`src/rtl/spi_cfg_arbiter_if.sv`:
```
// Request/response bundle between the two config requesters, the arbiter
// and the SPI master transaction port.
interface spi_cfg_arbiter_if;
   logic        auto_req;
   logic [31:0] auto_data;
   logic        auto_gnt;
   logic        auto_done;
   logic [31:0] auto_rdata;
   logic        bus_valid;
   logic [31:0] bus_addr;
   logic [31:0] bus_data;
   logic        bus_dout_valid;
   logic [31:0] bus_dout_addr;
   logic [31:0] bus_dout_data;
   logic        bus_busy;
   logic        spi_wr;
   logic [31:0] spi_din;
   logic        spi_dout_valid;
   logic [31:0] spi_dout;
   logic        spi_cs;
   logic        timeout_err;
   logic        err_clr;
   logic [7:0]  drop_cnt;

   modport slave (
      input  auto_req, auto_data, bus_valid, bus_addr, bus_data,
             spi_dout_valid, spi_dout, spi_cs, err_clr,
      output auto_gnt, auto_done, auto_rdata, bus_dout_valid, bus_dout_addr,
             bus_dout_data, bus_busy, spi_wr, spi_din, timeout_err, drop_cnt
   );

   modport master (
      output auto_req, auto_data, bus_valid, bus_addr, bus_data,
             spi_dout_valid, spi_dout, spi_cs, err_clr,
      input  auto_gnt, auto_done, auto_rdata, bus_dout_valid, bus_dout_addr,
             bus_dout_data, bus_busy, spi_wr, spi_din, timeout_err, drop_cnt
   );
endinterface

```
`src/rtl/spi_cfg_arbiter.sv`:
```
// Two-way round-robin arbiter in front of a single SPI master: serialises
// frames, enforces a CS-high gap, routes readback, and times out hung frames.
module spi_cfg_arbiter #(
   parameter logic [31:0] CONFIG_BASE_ADDR = 32'h0000_0020,
   parameter int unsigned GAP_CYCLES       = 20,
   parameter int unsigned TIMEOUT_CYCLES   = 65535
) (
   input logic             clk,
   input logic             rst_n,
   spi_cfg_arbiter_if.slave io
);
   localparam int GW = $clog2(GAP_CYCLES + 1);
   localparam int TW = $clog2(TIMEOUT_CYCLES + 1);
   localparam logic [31:0] TIMEOUT_WORD = 32'hDEAD_DEAD;

   typedef enum logic [1:0] {IDLE, ISSUE, XFER, GAP} state_t;
   typedef enum logic {OWN_AUTO, OWN_BUS} owner_t;
   typedef struct packed {
      logic [31:0] addr;
      logic [31:0] data;
   } bus_req_t;

   state_t      state;
   owner_t      owner, last_owner;
   bus_req_t    hold;
   logic        hold_full;
   logic [31:0] frame, cur_addr;
   logic [GW-1:0] gap_cnt;
   logic [TW-1:0] to_cnt;

   logic        addr_hit, bus_wr, drop, pick_bus, pick_auto, to_hit, resp_fire;
   logic [31:0] resp_data;

   // A real completion in the last timeout cycle wins over the abort.
   always_comb begin
      addr_hit  = io.bus_addr[7:4] == CONFIG_BASE_ADDR[7:4];
      bus_wr    = io.bus_valid && addr_hit;
      drop      = bus_wr && hold_full;
      pick_bus  = hold_full && (!io.auto_req || last_owner == OWN_AUTO);
      pick_auto = io.auto_req && !pick_bus;
      to_hit    = state == XFER && !io.spi_dout_valid && to_cnt == TW'(TIMEOUT_CYCLES - 1);
      resp_fire = state == XFER && (io.spi_dout_valid || to_hit);
      resp_data = io.spi_dout_valid ? io.spi_dout : TIMEOUT_WORD;
   end

   assign io.bus_busy = hold_full;

   always_ff @(posedge clk or negedge rst_n) begin
      if (!rst_n) begin
         state             <= GAP;
         owner             <= OWN_BUS;
         last_owner        <= OWN_BUS;
         hold              <= '0;
         hold_full         <= 1'b0;
         frame             <= '0;
         cur_addr          <= '0;
         gap_cnt           <= '0;
         to_cnt            <= '0;
         io.auto_gnt       <= 1'b0;
         io.auto_done      <= 1'b0;
         io.auto_rdata     <= '0;
         io.bus_dout_valid <= 1'b0;
         io.bus_dout_addr  <= '0;
         io.bus_dout_data  <= '0;
         io.spi_wr         <= 1'b0;
         io.spi_din        <= '0;
         io.timeout_err    <= 1'b0;
         io.drop_cnt       <= '0;
      end else begin
         io.auto_gnt       <= 1'b0;
         io.auto_done      <= 1'b0;
         io.bus_dout_valid <= 1'b0;
         io.spi_wr         <= 1'b0;

         // A write landing in the grant cycle still sees the register full.
         if (bus_wr && !hold_full) begin
            hold      <= '{addr: io.bus_addr, data: io.bus_data};
            hold_full <= 1'b1;
         end

         if (io.err_clr)
            io.drop_cnt <= '0;
         else if (drop && io.drop_cnt != 8'hFF)
            io.drop_cnt <= io.drop_cnt + 8'd1;

         if (to_hit)
            io.timeout_err <= 1'b1;
         else if (io.err_clr)
            io.timeout_err <= 1'b0;

         if (resp_fire) begin
            if (owner == OWN_AUTO) begin
               io.auto_done  <= 1'b1;
               io.auto_rdata <= resp_data;
            end else begin
               io.bus_dout_valid <= 1'b1;
               io.bus_dout_data  <= resp_data;
               io.bus_dout_addr  <= cur_addr;
            end
         end

         case (state)
            GAP: begin
               if (!io.spi_cs)
                  gap_cnt <= '0;
               else if (gap_cnt >= GW'(GAP_CYCLES - 1))
                  state <= IDLE;
               else
                  gap_cnt <= gap_cnt + 1'b1;
            end
            IDLE: begin
               if (pick_bus) begin
                  owner      <= OWN_BUS;
                  last_owner <= OWN_BUS;
                  frame      <= hold.data;
                  cur_addr   <= hold.addr;
                  hold_full  <= 1'b0;
                  state      <= ISSUE;
               end else if (pick_auto) begin
                  owner       <= OWN_AUTO;
                  last_owner  <= OWN_AUTO;
                  frame       <= io.auto_data;
                  io.auto_gnt <= 1'b1;
                  state       <= ISSUE;
               end
            end
            ISSUE: begin
               io.spi_wr  <= 1'b1;
               io.spi_din <= frame;
               to_cnt     <= '0;
               state      <= XFER;
            end
            XFER: begin
               if (resp_fire) begin
                  gap_cnt <= '0;
                  state   <= GAP;
               end else begin
                  to_cnt <= to_cnt + 1'b1;
               end
            end
            default: state <= GAP;
         endcase
      end
   end
endmodule
```
`src/flat_wrapper.sv`:
```
// flat-port wrapper written by rule: the top's interface ports become plain ports
module spi_cfg_arbiter_flat 
#(
   parameter logic [31:0] CONFIG_BASE_ADDR = 32'h0000_0020,
   parameter int unsigned GAP_CYCLES       = 20,
   parameter int unsigned TIMEOUT_CYCLES   = 65535
)
  (clk, rst_n, io_auto_req, io_auto_data, io_bus_valid, io_bus_addr, io_bus_data, io_spi_dout_valid, io_spi_dout, io_spi_cs, io_err_clr, io_auto_gnt, io_auto_done, io_auto_rdata, io_bus_dout_valid, io_bus_dout_addr, io_bus_dout_data, io_bus_busy, io_spi_wr, io_spi_din, io_timeout_err, io_drop_cnt);
  spi_cfg_arbiter_if io_i ();
  input logic clk;
  input logic rst_n;
  input wire logic [$bits(io_i.auto_req)-1:0] io_auto_req;
  input wire logic [$bits(io_i.auto_data)-1:0] io_auto_data;
  input wire logic [$bits(io_i.bus_valid)-1:0] io_bus_valid;
  input wire logic [$bits(io_i.bus_addr)-1:0] io_bus_addr;
  input wire logic [$bits(io_i.bus_data)-1:0] io_bus_data;
  input wire logic [$bits(io_i.spi_dout_valid)-1:0] io_spi_dout_valid;
  input wire logic [$bits(io_i.spi_dout)-1:0] io_spi_dout;
  input wire logic [$bits(io_i.spi_cs)-1:0] io_spi_cs;
  input wire logic [$bits(io_i.err_clr)-1:0] io_err_clr;
  output wire logic [$bits(io_i.auto_gnt)-1:0] io_auto_gnt;
  output wire logic [$bits(io_i.auto_done)-1:0] io_auto_done;
  output wire logic [$bits(io_i.auto_rdata)-1:0] io_auto_rdata;
  output wire logic [$bits(io_i.bus_dout_valid)-1:0] io_bus_dout_valid;
  output wire logic [$bits(io_i.bus_dout_addr)-1:0] io_bus_dout_addr;
  output wire logic [$bits(io_i.bus_dout_data)-1:0] io_bus_dout_data;
  output wire logic [$bits(io_i.bus_busy)-1:0] io_bus_busy;
  output wire logic [$bits(io_i.spi_wr)-1:0] io_spi_wr;
  output wire logic [$bits(io_i.spi_din)-1:0] io_spi_din;
  output wire logic [$bits(io_i.timeout_err)-1:0] io_timeout_err;
  output wire logic [$bits(io_i.drop_cnt)-1:0] io_drop_cnt;
  assign io_i.auto_req = io_auto_req;
  assign io_i.auto_data = io_auto_data;
  assign io_i.bus_valid = io_bus_valid;
  assign io_i.bus_addr = io_bus_addr;
  assign io_i.bus_data = io_bus_data;
  assign io_i.spi_dout_valid = io_spi_dout_valid;
  assign io_i.spi_dout = io_spi_dout;
  assign io_i.spi_cs = io_spi_cs;
  assign io_i.err_clr = io_err_clr;
  assign io_auto_gnt = io_i.auto_gnt;
  assign io_auto_done = io_i.auto_done;
  assign io_auto_rdata = io_i.auto_rdata;
  assign io_bus_dout_valid = io_i.bus_dout_valid;
  assign io_bus_dout_addr = io_i.bus_dout_addr;
  assign io_bus_dout_data = io_i.bus_dout_data;
  assign io_bus_busy = io_i.bus_busy;
  assign io_spi_wr = io_i.spi_wr;
  assign io_spi_din = io_i.spi_din;
  assign io_timeout_err = io_i.timeout_err;
  assign io_drop_cnt = io_i.drop_cnt;
  spi_cfg_arbiter #(.CONFIG_BASE_ADDR(CONFIG_BASE_ADDR), .GAP_CYCLES(GAP_CYCLES), .TIMEOUT_CYCLES(TIMEOUT_CYCLES)) u_core (.clk(clk), .rst_n(rst_n), .io(io_i));
endmodule
```
`config.mk`:
```
export PLATFORM = sky130hd
export DESIGN_NAME = spi_cfg_arbiter_flat
export DESIGN_NICKNAME = d
export VERILOG_FILES = /design/src/rtl/spi_cfg_arbiter_if.sv /design/src/rtl/spi_cfg_arbiter.sv /design/src/flat_wrapper.sv
export SDC_FILE = /design/constraint.sdc
export NUM_CORES = 1
export LEC_CHECK = 0
export ABC_AREA = 1
export BUFFER_PORTS_ARGS = -buffer_cell sky130_fd_sc_hd__buf_4
export CELL_PAD_IN_SITES_DETAIL_PLACEMENT = 1
export CELL_PAD_IN_SITES_GLOBAL_PLACEMENT = 1
export CORE_ASPECT_RATIO = 1.25
export CORE_MARGIN = 2
export CORE_UTILIZATION = 25
export CTS_CLUSTER_SIZE = 8
export DETAILED_ROUTE_END_ITERATION = 16
export HOLD_SLACK_MARGIN = 0.03
export PLACE_DENSITY = 0.58
export SLEW_MARGIN = 30
export SYNTH_ARGS = -nofsm -noshare
export SYNTH_HDL_FRONTEND = slang
export SYNTH_SLANG_ARGS = --single-unit
export TNS_END_PERCENT = 100
```
`constraint.sdc`:
```
create_clock -name clk -period 5.4 [get_ports clk]
set_clock_uncertainty 0.1 [all_clocks]
set_input_delay 0.81 -clock clk [delete_from_list [all_inputs] [get_ports clk]]
set_output_delay 0.81 -clock clk [all_outputs]
set_load 0.005 [all_outputs]
```
==> run metrics <==
Fin. Hold Viols 0; top-area cell type share of the netlist area 0.5867; Die X 203.3 µm; htree depth 2; Pins Over Slew Limit 0; first-pass GRT wire length 58820 µm; row count 91; ys async rst share 1.000; ys flop type dfrtp_1; Design Area, Final 16400 µm²; number of synthesized flops with an enable pin 0; critical path fanouts, max 35; CTS tree yes; initial antenna violation count 0; crit path capture type flip-flop; die area 51460 µm²; Nets 1663; WS Path Type reg -> reg; crit path DAT 3.15 ns; latest clock arrival within the worst-skew pair 0.57 ns; Critical-path top delay cell nor2_4; reg-to-reg endpoint u_core.cur_addr[31]$_DFFE_PN0P_; worst-margin pin slew 0.9268 ns; GRT overflow 0; Starting DRT DRC Count 362; total CTS buffers 42; Initial Util 0.2523; Clock Tree Buf Depth 3; Seq/Total Area, Yosys 0.5930; vias between 9k and 10k; min Tclk post-route 2.837 ns; Critical Path, Cell by Cell inv_2, o21ai_4, nor2_4, inv_2, nand2_1, o21ai_0; number of synthesized register bits 294; Critical Path Max Stage Delay 0.70 ns; Final GP Congestion 0.7465; Max Freq 0.3525 GHz; Finished Layout Cells about 2.2k; MaxCap Viol Count 0; Wirelength per Cell around 17 µm; clock root buffer clkbuf_16; placement-stage cell area 15160 µm²; I/O pin cnt 277; core area 49190 µm²; largest area contributor in the netlist dfrtp_1; WP data required 5.71 ns; cells after synthesis 1250; pwr/cell area 528.8 nW/µm²; RSZ-0062 raised after global routing no; vias per cell 4.423; vias in the first global route 10.29k; r2r setup slk around 2.6 ns; Area Growth Syn to Fin 32.11%; Post-DRT Antenna Nets 0; Synth Warn # 0; Residual DRC 0; Clock transition at path regs 0.05 ns; setup tns final 0 ns; Cell variety after synth 29; number of setup buffers added after CTS 0; critical path buffer and inverter count 2; r2r startpoint u_core.owner$_DFFE_PN1P_; All-Layer GR Usage 0.1457; largest net degree at the start of global routing 114; outcome completed; CTS sink count 294; setup violators final 0; drt total wl 37180 µm; CP top delay family buffers and inverters; crit path capture u_core.cur_addr[31]$_DFFE_PN0P_; PortBufs 276; most used cell, CP inv_2; Design Power 8.671 mW; Worst Setup Start Kind flip-flop; drt pass-1 iters 6; DP Wirelength 24770 µm; layout cells sized above 1 0.3025; Lkg Pwr 8.476 nW; top cells by area, synth dfrtp_1 59%, nand2_1 13%, mux2_2 8.3%; Post-Syn Area per Cell 9.930 µm²; die height 253.1 µm; Cell Area, Synth 12410 µm²; Synth Net Count 1394; Peak VDD IR 0.0002563 V; Final Hold Slack 0.3549 ns; fin crit share 0.5254; Critical Path Start u_core.owner$_DFFE_PN1P_; reg2reg path depth 6; HP Class reg -> reg; Placed Instances 2123; max_slew headroom 0.3815; critical path depth in cells 6
==> worst register-to-register path, cell delays in order (launching register included) <==
cell and delay [ns]:
dfstp_2 0.37, inv_2 0.63, o21ai_4 0.11, nor2_4 0.70
inv_2 0.53, nand2_1 0.16, o21ai_0 0.09
==> final cells by class <==
type	instances	area, µm²
Clock buffer	59	1115
Inverter	54	202.7
Tap cell	651	814.5
Fill cell	5664	32790
Sequential cell	294	7361
Antenna cell	1	2.502
Timing Repair Buffer	291	2265
Multi-Input combinational cell	836	4574
Clock inverter	3	62.56
==> layout by cell type, fill, tap and decap left out, types with 2 or more instances in the layout <==
| master | netlist | final |
|---|---|---|
| clkbuf_16 | 0 | 42 |
| nand3_4 | 0 | 2 |
| nand2_1 | 418 | 418 |
| o21bai_1 | 2 | 2 |
| clkbuf_1 | 31 | 17 |
| buf_4 | 2 | 284 |
| nor2_1 | 33 | 33 |
| inv_1 | 49 | 49 |
| a21oi_1 | 6 | 6 |
| inv_2 | 5 | 5 |
| dfstp_2 | 3 | 3 |
| buf_12 | 0 | 4 |
| or2_2 | 24 | 24 |
| xor2_1 | 6 | 6 |
| mux2_2 | 91 | 91 |
| ha_1 | 9 | 8 |
| clkinv_8 | 0 | 2 |
| dfrtp_1 | 291 | 291 |
| o21ai_1 | 10 | 9 |
| nand4_1 | 7 | 7 |
| nor3_1 | 4 | 4 |
| nand3_1 | 139 | 137 |
| o21ai_0 | 47 | 47 |
| a21oi_4 | 2 | 2 |
| mux2i_1 | 32 | 32 |
| nor3b_1 | 2 | 2 |
==> report_power, final <==
group	leakage [nW]	internal [mW]	switching, mW	total [mW]
logic	4.15	1.27	1.42	2.69
registers	3.76	3.08	0.493	3.57
clock network	0.563	1.42	0.988	2.41
==> worst min path at each step <==
stage	start	to	slack, ns	depth (start not counted)
after global placement	u_core.hold[37]$_DFFE_PN0P_	u_core.hold[37]$_DFFE_PN0P_	0.34	2
after CTS	rst_n	u_core.io.spi_din[6]$_DFFE_PN0P_	0.24	1
after global routing	io_bus_addr[3]	u_core.hold[35]$_DFFE_PN0P_	0.35	2
after floorplan	u_core.hold[37]$_DFFE_PN0P_	u_core.hold[37]$_DFFE_PN0P_	0.32	2
final	u_core.hold[37]$_DFFE_PN0P_	u_core.hold[37]$_DFFE_PN0P_	0.35	2
after detailed placement	u_core.hold[37]$_DFFE_PN0P_	u_core.hold[37]$_DFFE_PN0P_	0.35	2
==> registers in the layout (all words and copies together), names as in the netlist, 5 cells and up <==
register	count
u_core.io.bus_dout_data	32
u_core.io.auto_rdata	32
u_core.gap_cnt	5
u_core.io.bus_dout_addr	32
u_core.cur_addr	32
u_core.io.spi_din	32
u_core.to_cnt	16
u_core.frame	32
u_core.hold	64
u_core.io.drop_cnt	8
==> per-stage QoR <==
step | setup WS [ns] | utilization
finish | 2.563 | 0.3334
global route | 2.233 | 0.3333
CTS | 2.412 | 0.3321
detailed placement | 2.226 | 0.3082
global placement | 2.245 | 0.3076
floorplan | 3.332 | -
==> synth_stat cells (3+ instances only) <==
cell / count
nand2_1: 418
dfrtp_1: 291
nand3_1: 139
mux2_2: 91
inv_1: 49
o21ai_0: 47
nor2_1: 33
mux2i_1: 32
clkbuf_1: 31
buf_2: 26
or2_2: 24
o21ai_1: 10
ha_1: 9
nand4_1: 7
a21oi_1: 6
xor2_1: 6
buf_6: 5
inv_2: 5
nor3_1: 4
dfstp_2: 3
==> what timing repair did <==
| item | 4_1_cts | 5_1_grt |
|---|---|---|
| hold buffers | 0 | 1 |
| endpoints found under the hold margin | 0 | 31 |
| resized for setup | 0 | 0 |
==> layer usage <==
metal	track usage	wire length, µm
met4	0.04818	871
met2	0.2453	17880
met1	0.1768	15480
met5	0	0
met3	0.04479	2939
==> cells by family (layout without fill, tap and decap cells) <==
kind of cell,Yosys count,after routing,share of synthesized area
and+or+nand+nor,629,629,0.2120
DFF,294,294,0.5930
muxes,123,123,0.1084
buffers and inverters,120,407,0.04274
AOI/OAI and AO/OA,68,68,0.02984
adders and majority gates,9,9,0.009073
xor gates and xnor gates,7,7,0.004940
other,0,1,0
(Power assumes the default switching activity.)
